<file path="src/rtl/morse_pkg.sv">
// morse_pkg: shared definitions for the Morse code transmitter.
//   - FSM state codes (IDLE, MARK, SPACE, LGAP)
//   - element/gap lengths in Morse units
//   - morse_lookup(): letter index 0..25 -> {len[2:0], pat[3:0]}
//   - is_dash(): selects one element of a looked-up pattern
package morse_pkg;

    localparam logic [1:0] IDLE  = 2'd0;
    localparam logic [1:0] MARK  = 2'd1;
    localparam logic [1:0] SPACE = 2'd2;
    localparam logic [1:0] LGAP  = 2'd3;

    localparam int DOT_U  = 1;
    localparam int DASH_U = 3;
    localparam int GAP_U  = 1;
    localparam int LGAP_U = 3;

    // pat bit = 1 is a dash; the first element sent is bit len-1.
    function automatic logic [6:0] morse_lookup(input logic [4:0] l);
        logic [6:0] r;
        case (l)
            5'd0:  r = {3'd2, 4'b0001}; // A .-
            5'd1:  r = {3'd4, 4'b1000}; // B -...
            5'd2:  r = {3'd4, 4'b1010}; // C -.-.
            5'd3:  r = {3'd3, 4'b0100}; // D -..
            5'd4:  r = {3'd1, 4'b0000}; // E .
            5'd5:  r = {3'd4, 4'b0010}; // F ..-.
            5'd6:  r = {3'd3, 4'b0110}; // G --.
            5'd7:  r = {3'd4, 4'b0000}; // H ....
            5'd8:  r = {3'd2, 4'b0000}; // I ..
            5'd9:  r = {3'd4, 4'b0111}; // J .---
            5'd10: r = {3'd3, 4'b0101}; // K -.-
            5'd11: r = {3'd4, 4'b0100}; // L .-..
            5'd12: r = {3'd2, 4'b0011}; // M --
            5'd13: r = {3'd2, 4'b0010}; // N -.
            5'd14: r = {3'd3, 4'b0111}; // O ---
            5'd15: r = {3'd4, 4'b0110}; // P .--.
            5'd16: r = {3'd4, 4'b1101}; // Q --.-
            5'd17: r = {3'd3, 4'b0010}; // R .-.
            5'd18: r = {3'd3, 4'b0000}; // S ...
            5'd19: r = {3'd1, 4'b0001}; // T -
            5'd20: r = {3'd3, 4'b0001}; // U ..-
            5'd21: r = {3'd4, 4'b0001}; // V ...-
            5'd22: r = {3'd3, 4'b0011}; // W .--
            5'd23: r = {3'd4, 4'b1001}; // X -..-
            5'd24: r = {3'd4, 4'b1011}; // Y -.--
            5'd25: r = {3'd4, 4'b1100}; // Z --..
            default: r = 7'd0;
        endcase
        return r;
    endfunction

    // Element idx (0 = first sent) of a pattern of length len.
    function automatic logic is_dash(input logic [3:0] pat, input logic [2:0] len,
                                     input logic [1:0] idx);
        logic [2:0] pos;
        pos = len - 3'd1 - {1'b0, idx};
        return pat[pos[1:0]];
    endfunction

endpackage

</file>
<file path="src/rtl/morse_timer.sv">
// morse_timer: down-counter that times each Morse element or gap.
//   clk, rst     : clock, asynchronous active-high reset
//   load         : reload the counter with load_val this cycle
//   load_val     : cycles-minus-one for the interval being started
//   expired      : counter is at zero (interval ends on the next edge)
module morse_timer #(
    parameter int CW = 4
) (
    input  logic          clk,
    input  logic          rst,
    input  logic          load,
    input  logic [CW-1:0] load_val,
    output logic          expired
);

    logic [CW-1:0] count;

    always_ff @(posedge clk or posedge rst) begin
        if (rst) begin
            count <= '0;
        end else if (load) begin
            count <= load_val;
        end else if (count != '0) begin
            count <= count - CW'(1);
        end
    end

    assign expired = (count == '0);

endmodule

</file>
<file path="src/rtl/morse_encoder.sv">
// morse_encoder: Morse transmitter for one letter A..Z per start/ready handshake.
//   CLOCK_50  : clock          reset   : asynchronous active-high reset
//   start     : request        letter  : 0=A .. 25=Z, latched on accept
//   repeat_en : at end of letter, 1 = send the latched letter again
//   ready     : idle           busy    : transmitting (= !ready)
//   led       : Morse output (1 = mark), registered
//   done      : one-cycle pulse after each letter's final gap
//   err       : one-cycle pulse after a start with letter >= 26
//   sym_idx   : index of the element currently being sent
module morse_encoder
    import morse_pkg::*;
#(
    parameter int DIV = 25000000,
    parameter int CW  = $clog2(3*DIV)
) (
    input  logic       CLOCK_50,
    input  logic       reset,
    input  logic       start,
    input  logic [4:0] letter,
    input  logic       repeat_en,
    output logic       ready,
    output logic       busy,
    output logic       led,
    output logic       done,
    output logic       err,
    output logic [1:0] sym_idx
);

    localparam logic [CW-1:0] DOT_LD  = CW'(DIV*DOT_U  - 1);
    localparam logic [CW-1:0] DASH_LD = CW'(DIV*DASH_U - 1);
    localparam logic [CW-1:0] GAP_LD  = CW'(DIV*GAP_U  - 1);
    localparam logic [CW-1:0] LGAP_LD = CW'(DIV*LGAP_U - 1);

    logic [1:0]    state, state_n;
    logic [1:0]    sym_n;
    logic [2:0]    len;
    logic [3:0]    pat;
    logic [6:0]    lk;
    logic          req_ok, accept, load, expired, done_n, err_n;
    logic [CW-1:0] load_val;

    assign lk     = morse_lookup(letter);
    assign req_ok = start && (letter < 5'd26);

    always_comb begin
        state_n  = state;
        sym_n    = sym_idx;
        accept   = 1'b0;
        load     = 1'b0;
        load_val = DOT_LD;
        done_n   = 1'b0;
        err_n    = 1'b0;
        case (state)
            IDLE: begin
                if (req_ok) begin
                    accept   = 1'b1;
                    state_n  = MARK;
                    sym_n    = 2'd0;
                    load     = 1'b1;
                    load_val = is_dash(lk[3:0], lk[6:4], 2'd0) ? DASH_LD : DOT_LD;
                end else if (start) begin
                    err_n = 1'b1;
                end
            end
            MARK: begin
                if (expired) begin
                    load = 1'b1;
                    if ({1'b0, sym_idx} == len - 3'd1) begin
                        state_n  = LGAP;
                        load_val = LGAP_LD;
                    end else begin
                        state_n  = SPACE;
                        load_val = GAP_LD;
                    end
                end
            end
            SPACE: begin
                if (expired) begin
                    state_n  = MARK;
                    sym_n    = sym_idx + 2'd1;
                    load     = 1'b1;
                    load_val = is_dash(pat, len, sym_idx + 2'd1) ? DASH_LD : DOT_LD;
                end
            end
            default: begin // LGAP
                if (expired) begin
                    done_n = 1'b1;
                    if (repeat_en) begin
                        state_n  = MARK;
                        sym_n    = 2'd0;
                        load     = 1'b1;
                        load_val = is_dash(pat, len, 2'd0) ? DASH_LD : DOT_LD;
                    end else if (req_ok) begin
                        // A start on the closing edge chains the next letter
                        // with no idle cycle in between.
                        accept   = 1'b1;
                        state_n  = MARK;
                        sym_n    = 2'd0;
                        load     = 1'b1;
                        load_val = is_dash(lk[3:0], lk[6:4], 2'd0) ? DASH_LD : DOT_LD;
                    end else begin
                        state_n = IDLE;
                        err_n   = start;
                    end
                end
            end
        endcase
    end

    always_ff @(posedge CLOCK_50 or posedge reset) begin
        if (reset) begin
            state   <= IDLE;
            sym_idx <= 2'd0;
            led     <= 1'b0;
            done    <= 1'b0;
            err     <= 1'b0;
        end else begin
            state   <= state_n;
            sym_idx <= sym_n;
            led     <= (state_n == MARK);
            done    <= done_n;
            err     <= err_n;
        end
    end

    // Pattern is only meaningful while busy, so it needs no reset.
    always_ff @(posedge CLOCK_50) begin
        if (accept) begin
            len <= lk[6:4];
            pat <= lk[3:0];
        end
    end

    assign ready = (state == IDLE);
    assign busy  = !ready;

    morse_timer #(.CW(CW)) u_timer (
        .clk      (CLOCK_50),
        .rst      (reset),
        .load     (load),
        .load_val (load_val),
        .expired  (expired)
    );

endmodule

</file>
<file path="config.mk">
export PLATFORM = sky130hd
export DESIGN_NAME = morse_encoder
export DESIGN_NICKNAME = d
export VERILOG_FILES = /design/src/rtl/morse_pkg.sv /design/src/rtl/morse_timer.sv /design/src/rtl/morse_encoder.sv
export SDC_FILE = /design/constraint.sdc
export NUM_CORES = 1
export LEC_CHECK = 0
export ABC_CLOCK_PERIOD_IN_PS = 4100
export CAP_MARGIN = 10
export CORE_MARGIN = 3
export CORE_UTILIZATION = 45
export CTS_CLUSTER_SIZE = 20
export DETAILED_ROUTE_END_ITERATION = 10
export GPL_TIMING_DRIVEN = 1
export PLACE_DENSITY = 0.65
export SLEW_MARGIN = 10
export SYNTH_ARGS = -nofsm -noshare
export SYNTH_HDL_FRONTEND = slang
export SYNTH_HIERARCHICAL = 1
export SYNTH_SLANG_ARGS = --single-unit
</file>
<file path="constraint.sdc">
create_clock -name CLOCK_50 -period 4.1 [get_ports CLOCK_50]
set_clock_uncertainty 0.1 [all_clocks]
set_input_delay 0.615 -clock CLOCK_50 [delete_from_list [all_inputs] [get_ports CLOCK_50]]
set_output_delay 0.615 -clock CLOCK_50 [all_outputs]
set_load 0.01 [all_outputs]
</file>
Word-level counts from Yosys, hierarchy flattened

Memories as Yosys holds them, arrays and structs flattened.
Cells that the tools add are included.

Add/subtract/negate cells: 5
Multiply operators: 0
Div/mod/pow operators: 0
Magnitude comparators: 4
Equality and inequality tests: 5
Shifts and indexed selects: 0
Mux-type cells: 46
Bitwise logic cells: 1
Reductions and logical operators: 10

Operator list:

| operator                                            | number |
|---|---|
| 2-to-1 mux 27 bit                                   | 11 |
| one-hot mux 27 bit (3 select lines)                 | 1 |
| zero test 27 bit                                    | 1 |
| nonzero test 27 bit                                 | 1 |
| subtractor 27 x 1 -> 27 bit, second input constant  | 1 |
| 2-to-1 mux 1 bit                                    | 18 |
| 2-to-1 mux 2 bit                                    | 8 |
| one-hot mux 2 bit (3 select lines)                  | 2 |
| < comparator 2 x 3 -> 1 bit, second input constant  | 3 |
| binary-select mux 1 bit (select 2 bit)              | 3 |
| one-hot mux 1 bit (2 select lines)                  | 3 |
| < comparator 5 bit, second input constant           | 1 |
| equality test 2 x 1 -> 1 bit, second input constant | 2 |
| nonzero test 2 bit                                  | 2 |
| equality test 2 x 3 -> 1 bit                        | 1 |
| AND reduction 3 bit                                 | 1 |
| OR reduction 3 bit                                  | 1 |
| subtractor 3 x 1 -> 3 bit, second input constant    | 1 |
| adder 2 x 1 -> 2 bit, second input constant         | 1 |
| equality test 2 bit, second input constant          | 1 |
| zero test 2 bit                                     | 1 |
| != test 2 bit, second input constant                | 1 |
| OR reduction 2 bit                                  | 1 |
| subtractor 2 x 1 -> 2 bit, second input constant    | 1 |
| 4 further kinds                                     | 4 |

Bits in registers: 41
Latch bits: 0
RAM bits: 0
ROM bits: 224
Input port bits: 9
Output and inout bits: 7
Logic and storage cells: 80
Memories: 1

Memory list:

| name            | words | width | read ports | clocked after Yosys merged registers in | write ports | RTL line        | source |
|---|---|---|---|---|---|---|---|
| (no name shown) | 32    | 7     | 1          | 0                                       | 0           | morse_pkg.sv:21 | `case (l)` |

Longest topological paths before layout

Gate-level depths: netlist (run 1).
An unclocked memory read counts as a cell.

Depth in word-level cells: 10
Gate-level depth with buffers: 15
Depth with buffers taken out: 11

Hierarchy

The synthesis (run 1) kept the hierarchy.

Modules (own cells, without submodules):

| module        | instances | cells an instance | area an instance (µm²) | sequential area each (µm²) |
|---|---|---|---|---|
| morse_timer   | 1         | 161               | 1555.2                 | 675.6 |
| morse_encoder | 1         | 150               | 1395.1                 | 385.4 |

Worst setup path after synthesis (run 1)

Ideal clock, no wire load.

Path type: register to register
Start point: reg u_timer.count[0]
End point: reg u_timer.count[2]
Setup time: 0.095 ns
Arrival: 3.702 ns
Required time: 3.905 ns
Path slack: 0.202 ns
Cell stages (with the launch flop): 16
Buffers on the path: 6
Clock period less this slack: 3.898 ns
Path through: dfrtp_1 inv_1 ha_1 or3b_2 or4b_4 buf_6 nor4b_4 buf_2 clkbuf_8 o21ai_0 o22ai_1 clkbuf_1 clkbuf_1 clkbuf_1 nand2_1 o31ai_1

Cells in the longest elaborated chain, start to end: 4
Elaborated cells on any way between the ends: 13
Those cells by class: add/sub: 1; mux: 9; reduce/logical: 3

RTL lines:

| item                                                    | RTL line                                                      | source |
|---|---|---|
| from (decl)                                             | morse_timer.sv:16                                             | `logic [CW-1:0] count;` |
| from (signal assigned)                                  | morse_timer.sv:22                                             | `count <= load_val;` |
| from (signal assigned)                                  | morse_timer.sv:24                                             | `count <= count - CW'(1);` |
| zero test 27 bit *                                      | morse_timer.sv:28                                             | `assign expired = (count == '0);` |
| net expired                                             | morse_encoder.sv:39                                           | `logic req_ok, accept, load, expired, done_n, err_n;` |
| 2-to-1 mux 1 bit, on equally long branches              | morse_encoder.sv:86, morse_encoder.sv:66, morse_encoder.sv:78 |  |
| one-hot mux 1 bit (2 select lines) *                    | morse_encoder.sv:53                                           | `case (state)` |
| net load                                                | morse_encoder.sv:39                                           |  |
| 2-to-1 mux 27 bit or nonzero test 2 bit (tied branches) | -                                                             |  |

Mark *: on every way through the listed nets, which the timed path passes. The rest lies on a longest branch. The select of a mux whose other input is x is not followed.
A chain may end at the register's enable or synchronous reset.

Worst setup path after layout (run 1)

Start point: reg u_timer.count[0]
End point: reg u_timer.count[26]

Cells in the longest elaborated chain, start to end: 4
Elaborated cells on any way between the ends: 13
Those cells by class: add/sub: 1; mux: 9; reduce/logical: 3

RTL lines:

| item                                        | RTL line                                                      | source |
|---|---|---|
| zero test 27 bit *                          | morse_timer.sv:28                                             |  |
| net expired                                 | morse_encoder.sv:39                                           |  |
| 2-to-1 mux 27 bit, on equally long branches | morse_encoder.sv:86, morse_encoder.sv:66, morse_encoder.sv:78 |  |
| one-hot mux 27 bit (3 select lines) *       | morse_encoder.sv:53                                           |  |
| net load_val[26]                            | morse_encoder.sv:40                                           | `logic [CW-1:0] load_val;` |
| 2-to-1 mux 27 bit *                         | morse_timer.sv:21                                             | `end else if (load) begin` |

Marks and branches as above.

==> run metrics, run 1 <==
FILL cells 546; count of cell types in the netlist 68; Crit Path Max Fanout 33; num rows 28; leak pwr 0.00130 uW; Internal 1020 uW; layout cells sized above 1 9.09%; max_slew headroom 30.1%; PortBufs 15; clock tree from TritonCTS done; flops & latches, synth 41; critical path type reg -> reg; Worst Max-Slew Pin Slew 1.05 ns; endpoint type of the worst setup path flip-flop; switching share of power 38.1%; root buffer cell clkbuf_8; Fin. Hold Viols 0; Clk pwr share 15.2%; Core ar. 0.00613 mm^2; syn_area_per_cell 9.49 um^2; nets 364; class of the most critical hold timing path in -> async; Combinational Power Share 41.1%; Yosys warning total 6; most frequent cells after synthesis 37 x nand2_1, 34 x dfrtp_1, 24 x o31ai_1, 17 x inv_1, 17 x xnor2_1; fin area 0.00328 mm^2; Seq. cell area 0.00106 mm^2; Tmin final 3.54 ns; CTS buffer count 5; # diodes 0; synth top area cells dfrtp_1 29%, edfxtp_1 7.1%, ha_1 6.4%; Synth Flop Type dfrtp_1; Switch Pwr 629 uW; Die H 87.0 um; total gr overflow 0; Post-Synthesis Cells 311; die extent in x 87.0 um; Longest Clk Path Bufs 2; Resize count post-CTS 0; vias 2300; largest net degree at the start of global routing 34; VDD IR-drop max 301 uV; multi-input logic area 0.00179 mm^2; Max-cap violations 0; P per Cell Area 503 mW/mm^2; worst endpoint required time 4.20 ns; clk sinks 41; Post-CTS Setup Bufs 0; clock insertion delay at the later pin of the skew report 0.29 ns; hold buffer count at CTS 0; most instantiated library cell after synthesis nand2_1; Worst Path Arrival 3.64 ns; Cell Area, Placed 0.00320 mm^2; WL met3 159 um; DR top layer met4; DP HPWL 4.22 mm; CP Launch Type flip-flop; initial antenna violation count 0; vias per std cell 5.53; DR iter-0 viols 116; wire length of the first global-routing pass 10.3 mm; Peak Freq 0.282 GHz; sum of negative setup slack 0 ns; Synth area leader dfrtp_1; detailed-route wire length 5.81 mm; number of global-route vias before repair 2147; Total Power 1650 uW; Final Max Slew Viols 0; EDFF count, synth 7; share of Yosys cell area claimed by the top area cell type 28.8%; gp weighted congestion 0.821; Global Route Usage Sum 16.8%; H-tree depth 2; met1 WL 2.87 mm; DR WL/cell 14.0 um; Pre-antenna DRT Iters 4; RSZ-0062 raised after global routing false; post-route ant nets 0; IO Pins 16; starting density of the core 48.1%; register clock-pin slew on the reported worst setup and hold paths 0.07 ns; status finished, final reports clean; Syn Std Cell Area 0.00295 mm^2; P&R area growth vs syn 11.3%; part of the cycle the worst path needs 86.5%; Sequential Power Share 43.6%; die area 0.00756 mm^2; Residual DRC 0; Post-synth ARST share 82.9%; setup violators final 0; routed wl met2 2.71 mm; Seq/Total Area, Yosys 36.0%
-- layer usage --
layer / up-vias / track usage (%)
met5: - / 0
met4: 0 / 4.96
met3: 6 / 2.55
met2: 36 / 25.9
met1: 1095 / 24.3
li1: 1163 / -
-- placed cells by master (no fill, tap or decap), types with 3 or more instances in the layout --
cell / count
mux2i_1: 5
or3_1: 3
ha_1: 15
o22ai_1: 6
and3_1: 3
inv_1: 17
dfrtp_1: 34
nand2b_1: 3
xor2_1: 8
xnor2_1: 17
nor2_1: 16
nor3_1: 12
a21oi_1: 11
clkbuf_8: 5
o31ai_1: 24
clkdlybuf4s50_1: 15
nor3b_1: 4
o21ai_0: 7
a211oi_1: 5
nand2_1: 37
edfxtp_1: 7
nor4_1: 4
or4_1: 5
nand3b_1: 4
conb_1: 21
buf_4: 5
-- per-stage QoR --
stage          hold slack, ns  cells  worst slack, ns  util (%)
2_1_floorplan           0.318    330            0.202         -
3_3_place_gp            0.475    408            0.385      52.2
3_5_place_dp            0.468    408            0.357      52.2
4_1_cts                 0.481    416            0.566      53.6
5_1_grt                 0.493    416            0.371      53.6
6_report                0.474    416            0.555      53.6
-- state kept, by name, indices dropped and copies added, names as in the netlist --
| signal | cells |
|---|---|
| len | 3 |
| u_timer/count | 27 |
| state | 2 |
| pat | 4 |
| sym_idx | 2 |
| done | 1 |
| err | 1 |
| led | 1 |
-- power groups by stage --
stage | registers, uW | clock network (uW) | logic, uW
global route | 746 | 279 | 763
global placement | 722 | 0 | 664
finish | 720 | 251 | 679
detailed placement | 725 | 0 | 675
floorplan | 690 | 0 | 525
CTS | 720 | 261 | 681
-- final cells by class --
cell class                 count  share of cell area [%]
sequential                    41                    32.3
clock buffer                   6                    2.21
clock inverter                 2                   0.305
multi-input combinational    255                    54.6
timing repair buffer          20                    5.72
tap                           75                    2.86
inverter                      17                    1.94
-- logic make-up (layout without fill, tap and decap cells) --
group                    after synthesis  after routing  share of synthesized area (%)
XOR/XNOR                              25             25                           7.42
multiplexers                          11             11                           5.39
flip-flops                            41             41                           36.0
adder cells (fa/ha/maj)               15             15                           6.36
AND/OR/NAND/NOR                      110            110                           20.5
buffers and inverters                 34             45                           6.11
other                                  2             21                          0.255
AO/OA/AOI/OAI                         73             73                           18.0
-- critical path, stage by stage, from the launching register on --
cell and delay [ns]:
dfrtp_1 0.39, inv_1 0.09, ha_1 0.18, or3b_2 0.50, or4b_4 0.64, nor4b_4 0.26, buf_4 0.40, nand2_1 0.16
o21a_1 0.21, nor2_1 0.09, buf_4 0.17, a22o_1 0.16, nand2_1 0.06, o31ai_1 0.07
-- path summary, 6_finish.rpt --
| path | depth (start not counted) | from | end | slack, ns |
|---|---|---|---|---|
| max | 13 | u_timer/count[0] | u_timer/count[26] | 0.56 |
| min | 2 | reset | err | 0.47 |
| max reg2reg | 13 | u_timer/count[0] | u_timer/count[26] | 0.56 |
| min reg2reg | 2 | u_timer/count[24] | u_timer/count[24] | 0.49 |
| max in group asynchronous | 2 | reset | u_timer/count[10] | 2.45 |
| min in group CLOCK_50 | 2 | u_timer/count[24] | u_timer/count[24] | 0.49 |
(Power assumes the default switching activity.)
==> run 2, diff against run 1 <==
--- a/constraint.sdc
+++ b/constraint.sdc
@@ -4,2 +4,2 @@
 set_output_delay 0.615 -clock CLOCK_50 [all_outputs]
-set_load 0.01 [all_outputs]
+set_load 0.005 [all_outputs]
==> results of run 2 <==
The final DEF is identical to that of run 1. Status: finished, final reports clean.
Main changes from that run: total power 1650 uW -> 1640 uW
